==> src/rtl/clock_gate_pkg.sv <==
// clock_gate_pkg: shared modes, channel states and defaults for the clock-gating controller
package clock_gate_pkg;
    typedef enum logic [1:0] {CG_AUTO, CG_FORCE_ON, CG_FORCE_OFF, CG_RSVD} cg_mode_e;
    typedef enum logic [1:0] {CG_OFF, CG_WAKE, CG_ON, CG_IDLE} cg_state_e;
    localparam int CG_IDLE_DEF = 16;
    localparam int CG_WAKE_DEF = 2;
    // width of a down-counter able to hold max(idle, wake), never narrower than 1 bit
    function automatic int cg_cnt_w(input int idle, input int wake);
        int mx;
        mx = idle > wake ? idle : wake;
        return mx > 0 ? $clog2(mx + 1) : 1;
    endfunction
endpackage

==> src/rtl/clock_gate_ch.sv <==
// clock_gate_ch: one gated-clock channel (FSM, hysteresis counter, wake ack, ICG)
//   clk_i/rst_i core clock and async active-high reset, test_en_i scan override,
//   mode_i channel mode, busy_i activity, wake_req_i wake request,
//   wake_ack_o registered acknowledge, en_o ICG enable, clk_o gated clock.
//   CLOCK_GATE_CTRL_STATS_EN adds clr_stats_i and gated_cnt_o (saturating gated-cycle count).
module clock_gate_ch
    import clock_gate_pkg::*;
#(
    parameter int IDLE_CYCLES = CG_IDLE_DEF,
    parameter int WAKE_CYCLES = CG_WAKE_DEF
`ifdef CLOCK_GATE_CTRL_STATS_EN
    ,parameter int STAT_W = 32
`endif
) (
    input  logic             clk_i,
    input  logic             rst_i,
    input  logic             test_en_i,
    input  logic [1:0]       mode_i,
    input  logic             busy_i,
    input  logic             wake_req_i,
`ifdef CLOCK_GATE_CTRL_STATS_EN
    input  logic             clr_stats_i,
    output logic [STAT_W-1:0] gated_cnt_o,
`endif
    output logic             wake_ack_o,
    output logic             en_o,
    output logic             clk_o
);
    localparam int CW = cg_cnt_w(IDLE_CYCLES, WAKE_CYCLES);
    localparam logic [CW-1:0] WLD = CW'(WAKE_CYCLES > 0 ? WAKE_CYCLES - 1 : 0);
    localparam logic [CW-1:0] ILD = CW'(IDLE_CYCLES > 0 ? IDLE_CYCLES - 1 : 0);

    cg_state_e st, nxt;
    cg_mode_e m;
    logic [CW-1:0] cnt, cnt_n;
    logic act, ack_n;

    assign m   = cg_mode_e'(mode_i);
    // any reason to keep or bring the clock up (FORCE_OFF is handled first)
    assign act = m == CG_FORCE_ON || busy_i || wake_req_i;

    always_comb begin
        nxt   = st;
        cnt_n = cnt;
        if (m == CG_FORCE_OFF)
            nxt = CG_OFF;
        else
            case (st)
                CG_OFF: if (act) begin
                    nxt   = WAKE_CYCLES == 0 ? CG_ON : CG_WAKE;
                    cnt_n = WLD;
                end
                CG_WAKE: if (cnt == '0) nxt = CG_ON;
                         else cnt_n = cnt - CW'(1);
                CG_ON: if (!act) begin
                    nxt   = IDLE_CYCLES == 0 ? CG_OFF : CG_IDLE;
                    cnt_n = ILD;
                end
                default: if (act) nxt = CG_ON;
                         else if (cnt == '0) nxt = CG_OFF;
                         else cnt_n = cnt - CW'(1);
            endcase
        // ack rises with the end of WAKE; a return from IDLE acks one cycle later
        ack_n = wake_req_i && nxt == CG_ON && (st == CG_ON || st == CG_WAKE);
    end

    always_ff @(posedge clk_i or posedge rst_i)
        if (rst_i) begin
            st         <= CG_OFF;
            cnt        <= '0;
            wake_ack_o <= 1'b0;
        end else begin
            st         <= nxt;
            cnt        <= cnt_n;
            wake_ack_o <= ack_n;
        end

    assign en_o = st != CG_OFF;

    prim_clock_gating u_icg (
        .clk_i     (clk_i),
        .en_i      (en_o),
        .test_en_i (test_en_i),
        .clk_o     (clk_o)
    );

`ifdef CLOCK_GATE_CTRL_STATS_EN
    always_ff @(posedge clk_i or posedge rst_i)
        if (rst_i) gated_cnt_o <= '0;
        else gated_cnt_o <= clr_stats_i ? '0 :
                            (!en_o && !(&gated_cnt_o)) ? gated_cnt_o + STAT_W'(1) : gated_cnt_o;
`endif
endmodule

==> src/rtl/prim_clock_gating.sv <==
// prim_clock_gating: latch-based integrated clock gate
//   clk_i in, en_i in (functional enable), test_en_i in (scan override), clk_o out (gated clock)
module prim_clock_gating (
    input  logic clk_i,
    input  logic en_i,
    input  logic test_en_i,
    output logic clk_o
);
    logic en_l;
    // enable is captured while the clock is low so clk_o can never glitch
    always_latch
        if (!clk_i) en_l = en_i | test_en_i;
    assign clk_o = clk_i & en_l;
endmodule

==> src/rtl/clock_gate_ctrl.sv <==
// clock_gate_ctrl: NUM_CH-channel clock-gating controller with auto-gating and wake handshake
//   clk_i core clock, rst_i async active-high reset, test_en_i forces all clk_o running,
//   mode_i 2 bits per channel (AUTO/FORCE_ON/FORCE_OFF/AUTO), busy_i and wake_req_i per channel,
//   wake_ack_o, en_o and clk_o per channel.
//   CLOCK_GATE_CTRL_STATS_EN adds clr_stats_i and gated_cnt_o (STAT_W per channel).
module clock_gate_ctrl
    import clock_gate_pkg::*;
#(
    parameter int NUM_CH      = 4,
    parameter int IDLE_CYCLES = CG_IDLE_DEF,
    parameter int WAKE_CYCLES = CG_WAKE_DEF
`ifdef CLOCK_GATE_CTRL_STATS_EN
    ,parameter int STAT_W = 32
`endif
) (
    input  logic                  clk_i,
    input  logic                  rst_i,
    input  logic                  test_en_i,
    input  logic [2*NUM_CH-1:0]   mode_i,
    input  logic [NUM_CH-1:0]     busy_i,
    input  logic [NUM_CH-1:0]     wake_req_i,
`ifdef CLOCK_GATE_CTRL_STATS_EN
    input  logic                  clr_stats_i,
    output logic [STAT_W*NUM_CH-1:0] gated_cnt_o,
`endif
    output logic [NUM_CH-1:0]     wake_ack_o,
    output logic [NUM_CH-1:0]     en_o,
    output logic [NUM_CH-1:0]     clk_o
);
    for (genvar g = 0; g < NUM_CH; g++) begin : g_ch
        clock_gate_ch #(
            .IDLE_CYCLES (IDLE_CYCLES),
            .WAKE_CYCLES (WAKE_CYCLES)
`ifdef CLOCK_GATE_CTRL_STATS_EN
            ,.STAT_W     (STAT_W)
`endif
        ) u_ch (
            .clk_i       (clk_i),
            .rst_i       (rst_i),
            .test_en_i   (test_en_i),
            .mode_i      (mode_i[2*g+:2]),
            .busy_i      (busy_i[g]),
            .wake_req_i  (wake_req_i[g]),
`ifdef CLOCK_GATE_CTRL_STATS_EN
            .clr_stats_i (clr_stats_i),
            .gated_cnt_o (gated_cnt_o[STAT_W*g+:STAT_W]),
`endif
            .wake_ack_o  (wake_ack_o[g]),
            .en_o        (en_o[g]),
            .clk_o       (clk_o[g])
        );
    end
endmodule

==> config.mk <==
export PLATFORM = sky130hd
export DESIGN_NAME = clock_gate_ctrl
export DESIGN_NICKNAME = d
export VERILOG_FILES = /design/src/rtl/clock_gate_pkg.sv /design/src/rtl/clock_gate_ch.sv /design/src/rtl/prim_clock_gating.sv /design/src/rtl/clock_gate_ctrl.sv
export SDC_FILE = /design/constraint.sdc
export NUM_CORES = 1
export LEC_CHECK = 0
export ABC_AREA = 1
export BUFFER_PORTS_ARGS = -buffer_cell sky130_fd_sc_hd__buf_2
export CORE_MARGIN = 10
export CORE_UTILIZATION = 64
export CTS_CLUSTER_DIAMETER = 30
export CTS_CLUSTER_SIZE = 10
export DETAILED_ROUTE_END_ITERATION = 10
export PLACE_DENSITY = 0.84
export REMOVE_ABC_BUFFERS = 1
export SLEW_MARGIN = 20
export SYNTH_ARGS = -nofsm -noshare
export SYNTH_HDL_FRONTEND = slang
export SYNTH_SLANG_ARGS = --single-unit
==> constraint.sdc <==
create_clock -name clk_i -period 3.05 [get_ports clk_i]
set_clock_uncertainty 0.05 [all_clocks]
set_input_delay 0 -clock clk_i [delete_from_list [all_inputs] [get_ports clk_i]]
set_output_delay 0 -clock clk_i [all_outputs]
set_load 0.005 [all_outputs]
==> metrics.md, run 1 <==
| Metric | Value |
|---|---|
| Outcome | `finished clean` |
| Post-Route WL | `5.92 mm` |
| Max capacitance violation total | `0` |
| CTS tree | `built` |
| Worst min-delay path category | `in -> reg` |
| Largest fanout on the critical path | `1` |
| Largest area contributor in the synthesized netlist | `sky130_fd_sc_hd__dfrtp_1` |
| Leakage power total | `around 0.0017 uW` |
| Startpoint-to-endpoint class of the critical path | `latch -> out` |
| Share of the synthesized area in the top cell type | `0.293` |
| DIE WIDTH | `85.3 um` |
| Die area | `0.00728 mm^2` |
| Critical path endpoint category | `output pin` |
| Hold Fails Final Rpt | `0` |
| Top area cells in the synthesized netlist | `sky130_fd_sc_hd__dfrtp_1 (29%), sky130_fd_sc_hd__ha_1 (12%), sky130_fd_sc_hd__nand2_1 (10%), sky130_fd_sc_hd__inv_1 (9.2%), sky130_fd_sc_hd__o21ai_0 (6.0%)` |
| Average instance area after synthesis | `7.24 um^2` |
| Iteration-0 DRC Markers | `140` |
| Buffers added on ports | `30` |
| EDFF count, synth | `0` |
| Worst R2R Path Depth | `3` |
| Global route overflow | `0` |
| Wire length of the first global-routing pass | `10.3 mm` |
| Die Y-Extent | `85.3 um` |
| Flops & latches, synth | `36` |
| Clk pin slew, worst setup/hold paths | `0.07 ns` |
| Critical path data required time | `~3.0 ns` |
| Routed wire length per instance | `12.5 um` |
| Routed vias/inst | `roughly 5.2` |
| Number of distinct library cells after synthesis | `27` |
| Maximum number of pins on one net before global-route repair | `24` |
| Antenna violations before repair | `0` |
| Starting Density | `0.673` |
| Beginning of the worst register-to-register path | `g_ch[3].u_ch.st[0]` |
| Skew-Pair Late Insertion Delay | `0.39 ns` |
| Beginning of the critical path | `g_ch[0].u_ch.u_icg.en_l` |
| Count of synthesis-stage warnings from yosys | `0` |
| Area growth, synth to finish | `16.7%` |
| Number of global-route vias before repair | `2506` |
| Primary FF master, synth | `sky130_fd_sc_hd__dfrtp_1` |
| Final standard cell count with taps included and fillers excluded | `approximately 470` |
| DRT Pass-1 Iters | `5` |
| End point of the critical path | `clk_o[0]` |
| Post-Syn Area | `0.00273 mm^2` |
| Floorplan row count | `23` |
| Placeable core region | `0.00406 mm^2` |
| CP startpoint kind | `latch` |
| Instance count after placement with tap cells included | `~450` |
| P per Cell Area | `1020 mW/mm^2` |
| Fraction of synthesis flops using an asynchronous set or reset pin | `0.889` |
| Number of failing setup endpoints in the final timing report | `0` |
| Final HPWL from detailed placement | `~4.4 mm` |
| Global-route usage over all layers | `0.170` |
| RSZ-0062 raised after global routing | `false` |
| Total Power Consumption | `3240 uW` |
| Gate count after technology mapping | `between 300 and 400` |
| Diodes inserted | `0` |
| Number of vias after detailed routing | `approximately 2500` |
| Net count reported at finish | `468` |
| Slew Limit Headroom | `0.407` |
| Core Util, Final | `0.785` |
| RD Place Congestion | `0.915` |
| Top-Level Pins | `31` |
| R2R setup slack | `0.49 ns` |
| Capture point of the worst reg-to-reg path | `g_ch[3].u_ch.u_icg.en_l` |
| Transition time of the tightest slew-check pin | `around 0.89 ns` |
| Number of design rule violations left after detail routing | `0` |
| Arr. time, crit path | `2.59 ns` |
| Final Slew Violations | `0` |
| Aggregate negative setup slack | `0 ns` |
| ANT nets after route | `0` |
| Fraction of layout cells with a size suffix above 1 | `0.167` |
| Worst-case vdd ir drop | `0.000577 V` |
-- power by group --
part / switching (uW) / internal [uW] / total [uW]
Sequential: 142 / 656 / 798
Combinational: 1090 / 650 / 1740
Clock: 271 / 430 / 701
Total: 1510 / 1740 / 3240
-- flip-flops by register name (all words and copies together) (netlist names) --
name / flops
g_ch.u_ch.cnt: 20
g_ch.u_ch.st: 8
g_ch.u_ch.u_icg.en_l: 4
g_ch.u_ch.wake_ack_o: 4
-- cell type report --
class	instances	area (um^2)
clock buffers	15	161
clock inverters	6	48.8
fillers	300	872
inverters	66	248
multi-input cells	259	1520
flip-flops and latches	36	861
well taps	50	62.6
repair buffers	42	288
-- repair_timing --
action                                 4_1_cts  5_1_grt
hold buffers                                15        0
setup buffers                                0        0
endpoints found under the hold margin       36        0
resized for setup                            0        0
-- synthesized netlist by cell type, types with 3 or more instances --
master,number
sky130_fd_sc_hd__nor2_2,5
sky130_fd_sc_hd__ha_1,27
sky130_fd_sc_hd__nand2_2,9
sky130_fd_sc_hd__nand2_1,73
sky130_fd_sc_hd__xor2_1,4
sky130_fd_sc_hd__inv_1,67
sky130_fd_sc_hd__nor2_4,4
sky130_fd_sc_hd__a21oi_1,12
sky130_fd_sc_hd__nand3b_1,3
sky130_fd_sc_hd__o21ai_1,13
sky130_fd_sc_hd__o211ai_1,3
sky130_fd_sc_hd__nand3_1,14
sky130_fd_sc_hd__dfrtp_1,32
sky130_fd_sc_hd__inv_2,3
sky130_fd_sc_hd__buf_4,12
sky130_fd_sc_hd__nand4_1,7
sky130_fd_sc_hd__o21ai_0,33
sky130_fd_sc_hd__nor2_1,39
sky130_fd_sc_hd__dlxtn_1,4
-- routing by layer --
| metal | wire [um] | part of all wire | vias to the layer above | GRT usage |
|---|---|---|---|---|
| met2 | 2950 | 0.50 | 62 | 0.291 |
| met3 | 390 | 0.066 | 12 | 0.0774 |
| met1 | 2480 | 0.42 | 1105 | 0.177 |
| met5 | 0 | 0 | - | 0 |
| li1 | - | - | 1271 | - |
| met4 | 97 | 0.016 | 0 | 0.0674 |
-- kinds of logic (layout without fill, tap and decap cells) --
family	Yosys count	in the layout	synth area share
latches	4	4	0.0220
DFF	32	32	0.293
and+or+nand+nor	158	158	0.275
adders and majority gates	27	27	0.124
xor gates and xnor gates	4	4	0.0128
buffers and inverters	82	129	0.129
AOI/OAI and AO/OA	70	70	0.144
-- metrics by stage --
stage,setup slack (ns),hold slack (ns),instance area [um^2]
after floorplan,0.615,0.0301,2640
after global placement,0.557,0.104,2860
after detailed placement,0.507,0.104,2860
after CTS,0.426,0.00600,3190
after global routing,0.356,0.0439,3190
final,0.412,0.0159,3190
-- layout by cell type, fill, tap and decap left out, types with 3 or more instances in the layout --
master,instances
sky130_fd_sc_hd__dfrtp_1,32
sky130_fd_sc_hd__nand2_1,73
sky130_fd_sc_hd__o21ai_1,13
sky130_fd_sc_hd__buf_2,30
sky130_fd_sc_hd__o21ai_0,33
sky130_fd_sc_hd__nand3b_1,3
sky130_fd_sc_hd__ha_1,27
sky130_fd_sc_hd__a21oi_1,12
sky130_fd_sc_hd__clkbuf_8,10
sky130_fd_sc_hd__o211ai_1,3
sky130_fd_sc_hd__xor2_1,4
sky130_fd_sc_hd__nand3_1,14
sky130_fd_sc_hd__nand4_1,7
sky130_fd_sc_hd__dlygate4sd3_1,15
sky130_fd_sc_hd__inv_2,3
sky130_fd_sc_hd__inv_1,67
sky130_fd_sc_hd__dlxtn_1,4
sky130_fd_sc_hd__nor2_4,4
sky130_fd_sc_hd__nor2_2,5
sky130_fd_sc_hd__nand2_2,9
sky130_fd_sc_hd__nor2_1,39
-- worst min-delay path by stage --
stage | startpoint | endpoint | slack (ns) | cells past startpoint
2_1_floorplan | clk_i | clk_o[1] | 0.03 | 2
3_3_place_gp | clk_i | clk_o[1] | 0.10 | 3
3_5_place_dp | clk_i | clk_o[1] | 0.10 | 3
4_1_cts | mode_i[6] | g_ch[3].u_ch.st[0] | 0.006 | 5
5_1_grt | mode_i[6] | g_ch[3].u_ch.st[0] | 0.04 | 5
6_report | mode_i[6] | g_ch[3].u_ch.st[0] | 0.02 | 5
-- critical path, stage by stage (launching register included) --
cell                      delay [ns]
sky130_fd_sc_hd__dlxtn_1        0.40
sky130_fd_sc_hd__nand2_1        0.07
sky130_fd_sc_hd__inv_1          0.07
sky130_fd_sc_hd__buf_2          0.11
No activity file was read; power rests on OpenSTA's default activity.
==> run 2: changes to the inputs <==
- ABC_AREA: 1 -> default
- CORE_UTILIZATION: 64 -> 63
- CTS_CLUSTER_DIAMETER: 30 -> default
- PLACE_DENSITY: 0.84 -> 0.83
==> run 2 against run 1 <==
Compared with the run above:
- synthesized cell count decreased by 21%
- sequential share of layout area is 1.0 points higher
- register-to-register slack worse by 0.12 ns
- wire length up 6.7%
- area after synthesis decreased by 1.7%
- largest cell class unchanged
==> metrics.md, run 2 <==
| Metric | Value |
|---|---|
| DRT Pass-1 Iters | `7` |
| Largest fanout on the critical path | `11` |
| Floorplan row count | `23` |
| Wire length of the first global-routing pass | `10.5 mm` |
| Leakage power total | `0.00145 uW` |
| Post_cts resized | `0` |
| Starting Density | `0.661` |
| Synth cell count leaders | `sky130_fd_sc_hd__dfrtp_1 (32), sky130_fd_sc_hd__ha_1 (27), sky130_fd_sc_hd__inv_1 (24)` |
| Critical path data required time | `1.89 ns` |
| Total area of multi-input combinational cells | `~0.0016 mm^2` |
| Commonest non-fill, non-tap cells in the layout | `sky130_fd_sc_hd__dfrtp_1 (32), sky130_fd_sc_hd__buf_2 (30), sky130_fd_sc_hd__ha_1 (27)` |
| Top-Level Pins | `31` |
| Area growth, synth to finish | `14.4%` |
| Ordered cell list for the critical path | `inv_1 -> ha_1 -> nand2b_1` |
| DR top layer | `met4` |
| CTS tree | `built` |
| Registers with the highest flip-flop counts | `g_ch.u_ch.cnt: 20 flops, g_ch.u_ch.st: 8 flops` |
| ANT nets after route | `0` |
| Clk pin slew, worst setup/hold paths | `0.07 ns` |
| Aggregate negative setup slack | `0 ns` |
| Number of distinct library cells after synthesis | `47` |
| Die Y-Extent | `about 85 um` |
| Worst min-delay path category | `in -> reg` |
| Worst-case vdd ir drop | `approximately 0.00056 V` |
| Final HPWL from detailed placement | `4.21 mm` |
| Cell at the slowest stage of the critical path | `sky130_fd_sc_hd__dfrtp_1` |
| Arr. time, crit path | `1.52 ns` |
| Total Power Consumption | `3020 uW` |
| Share of the synthesized area in the top cell type | `0.299` |
| Startpoint-to-endpoint class of the critical path | `reg -> latch` |
| EDFF count, synth | `0` |
| Number of design rule violations left after detail routing | `0` |
| Global-route usage over all layers | `0.180` |
| Fraction of synthesis flops using an asynchronous set or reset pin | `0.889` |
| Outcome | `finished clean` |
| Count leader, synth | `sky130_fd_sc_hd__dfrtp_1` |
| Maximum number of pins on one net before global-route repair | `33` |
| Fraction of layout cells with a size suffix above 1 | `0.196` |
| Iteration-0 DRC Markers | `roughly 120` |
| CP startpoint kind | `register` |
| Placeable core region | `0.00406 mm^2` |
| Gate family responsible for the most delay along the worst path | `flip-flops` |
| Number of global-route vias before repair | `2267` |
| Largest register FFs | `20` |
| P per Cell Area | `984 mW/mm^2` |
| Number of vias after detailed routing | `2291` |
| Slowest cell delay on critical path | `0.54 ns` |
| Count of synthesis-stage warnings from yosys | `0` |
| RSZ-0062 raised after global routing | `false` |
| Antenna violations before repair | `0` |
| Commonest non-fill, non-tap cell in the layout | `sky130_fd_sc_hd__dfrtp_1` |
| Filler Cell Count | `288` |
| Slew Limit Headroom | `0.620` |
| Met3 routed WL | `373 um` |
| Buffers added on ports | `30` |
| Primary FF master, synth | `sky130_fd_sc_hd__dfrtp_1` |
| Transition time of the tightest slew-check pin | `0.569 ns` |
| Routed vias/inst | `5.92` |
| Sequential standard cell area | `861 um^2` |
| Largest reg by FF count | `g_ch.u_ch.cnt` |
| Number of failing setup endpoints in the final timing report | `0` |
| Critical path endpoint category | `latch` |
| RD Place Congestion | `just under 0.9` |
| Largest area contributor in the synthesized netlist | `sky130_fd_sc_hd__dfrtp_1` |
| Global route overflow | `0` |
| Net count reported at finish | `about 380` |
| Routed wire length per instance | `16.3 um` |
| Average instance area after synthesis | `9.06 um^2` |
| Final Slew Violations | `0` |
| Post-Syn Area | `0.00268 mm^2` |
| Skew-Pair Late Insertion Delay | `roughly 0.40 ns` |
| Top area cells in the synthesized netlist | `sky130_fd_sc_hd__dfrtp_1 (30%), sky130_fd_sc_hd__ha_1 (13%), sky130_fd_sc_hd__nand2b_1 (3.7%), sky130_fd_sc_hd__a21oi_1 (3.4%), sky130_fd_sc_hd__buf_4 (3.4%)` |
| Length of routed wiring on met1 | `approximately 2.8 mm` |
| Hold Fails Final Rpt | `0` |
| Die area | `0.00727 mm^2` |
| Flops & latches, synth | `36` |
| Post-Route WL | `6.32 mm` |
| Max capacitance violation total | `0` |
| DIE WIDTH | `85.3 um` |
| Buffer and inverter count on the worst path | `1` |
| Met2 Wirelength | `2.99 mm` |
| Gate count after technology mapping | `296` |
run 2: changes by cell type in the layout (fill, tap and decap cells not counted), moves of 9 or more:
cell,previous run,this run
sky130_fd_sc_hd__nand2b_1,0,16
sky130_fd_sc_hd__nor2_1,39,23
sky130_fd_sc_hd__o21ai_0,33,11
sky130_fd_sc_hd__o21ai_1,13,0
sky130_fd_sc_hd__inv_1,67,24
sky130_fd_sc_hd__nand2_2,9,0
sky130_fd_sc_hd__nand2_1,73,17
run 2: final timing paths:
kind / start / endpoint / slack (ns) / cells after the start
max in group asynchronous: rst_i / g_ch[3].u_ch.cnt[4] / 2.46 / 4
worst max-delay path: g_ch[3].u_ch.st[0] / g_ch[3].u_ch.u_icg.en_l / 0.37 / 3
worst min-delay path: mode_i[3] / g_ch[1].u_ch.cnt[4] / 0.06 / 4
min in group asynchronous: rst_i / g_ch[0].u_ch.wake_ack_o / 0.19 / 4
worst max register to register: g_ch[3].u_ch.st[0] / g_ch[3].u_ch.u_icg.en_l / 0.37 / 3
worst min register to register: g_ch[3].u_ch.cnt[1] / g_ch[3].u_ch.cnt[1] / 0.49 / 1
run 2: timing repair:
| action | CTS | global route |
|---|---|---|
| buffers inserted | 0 | 0 |
| endpoints found under the setup margin | 0 | 0 |
| hold buffers | 17 | 0 |
| hold endpoints to repair | 49 | 0 |
run 2: report_power, final:
group          internal, uW  switching, uW
logic                   713            806
clock network           330            268
registers               660            243
run 2: layout make-up:
cell class | count | area share
Timing Repair Buffer | 44 | 0.100
Inverter | 24 | 0.0294
Antenna cell | 1 | 0.000815
Tap cell | 50 | 0.0204
Sequential cell | 36 | 0.280
Multi-Input combinational cell | 216 | 0.518
Clock inverter | 1 | 0.00163
Clock buffer | 15 | 0.0493
run 2: cell families after synthesis:
| kind of cell | share of synthesized area |
|---|---|
| adders and majority gates | 0.126 |
| and+or+nand+nor | 0.227 |
| latches | 0.0224 |
| DFF | 0.299 |
| AOI/OAI and AO/OA | 0.182 |
| muxes | 0.0578 |
| buffers and inverters | 0.0868 |
run 2: per-layer routing:
layer	vias to the layer above	global-route usage
li1	1125	-
met1	1088	0.207
met2	64	0.268
met3	14	0.0765
met4	0	0.114
met5	-	0
run 2: tightest hold or removal path, stage by stage:
cell                       delay [ns]
sky130_fd_sc_hd__buf_2           0.10
sky130_fd_sc_hd__or2b_2          0.18
sky130_fd_sc_hd__nand4_1         0.09
sky130_fd_sc_hd__o211ai_1        0.09
run 2: per-stage QoR:
step / setup WS, ns / hold slack, ns / std cells / area (um^2) / util
after floorplan: 0.538 / 0.0603 / 276 / 2540 / -
after global placement: 0.476 / 0.0487 / 357 / 2760 / 0.680
after detailed placement: 0.395 / 0.0521 / 357 / 2760 / 0.680
after CTS: 0.384 / 0.0471 / 386 / 3070 / 0.756
after global routing: 0.287 / 0.0895 / 386 / 3070 / 0.756
final: 0.366 / 0.0566 / 387 / 3070 / 0.756
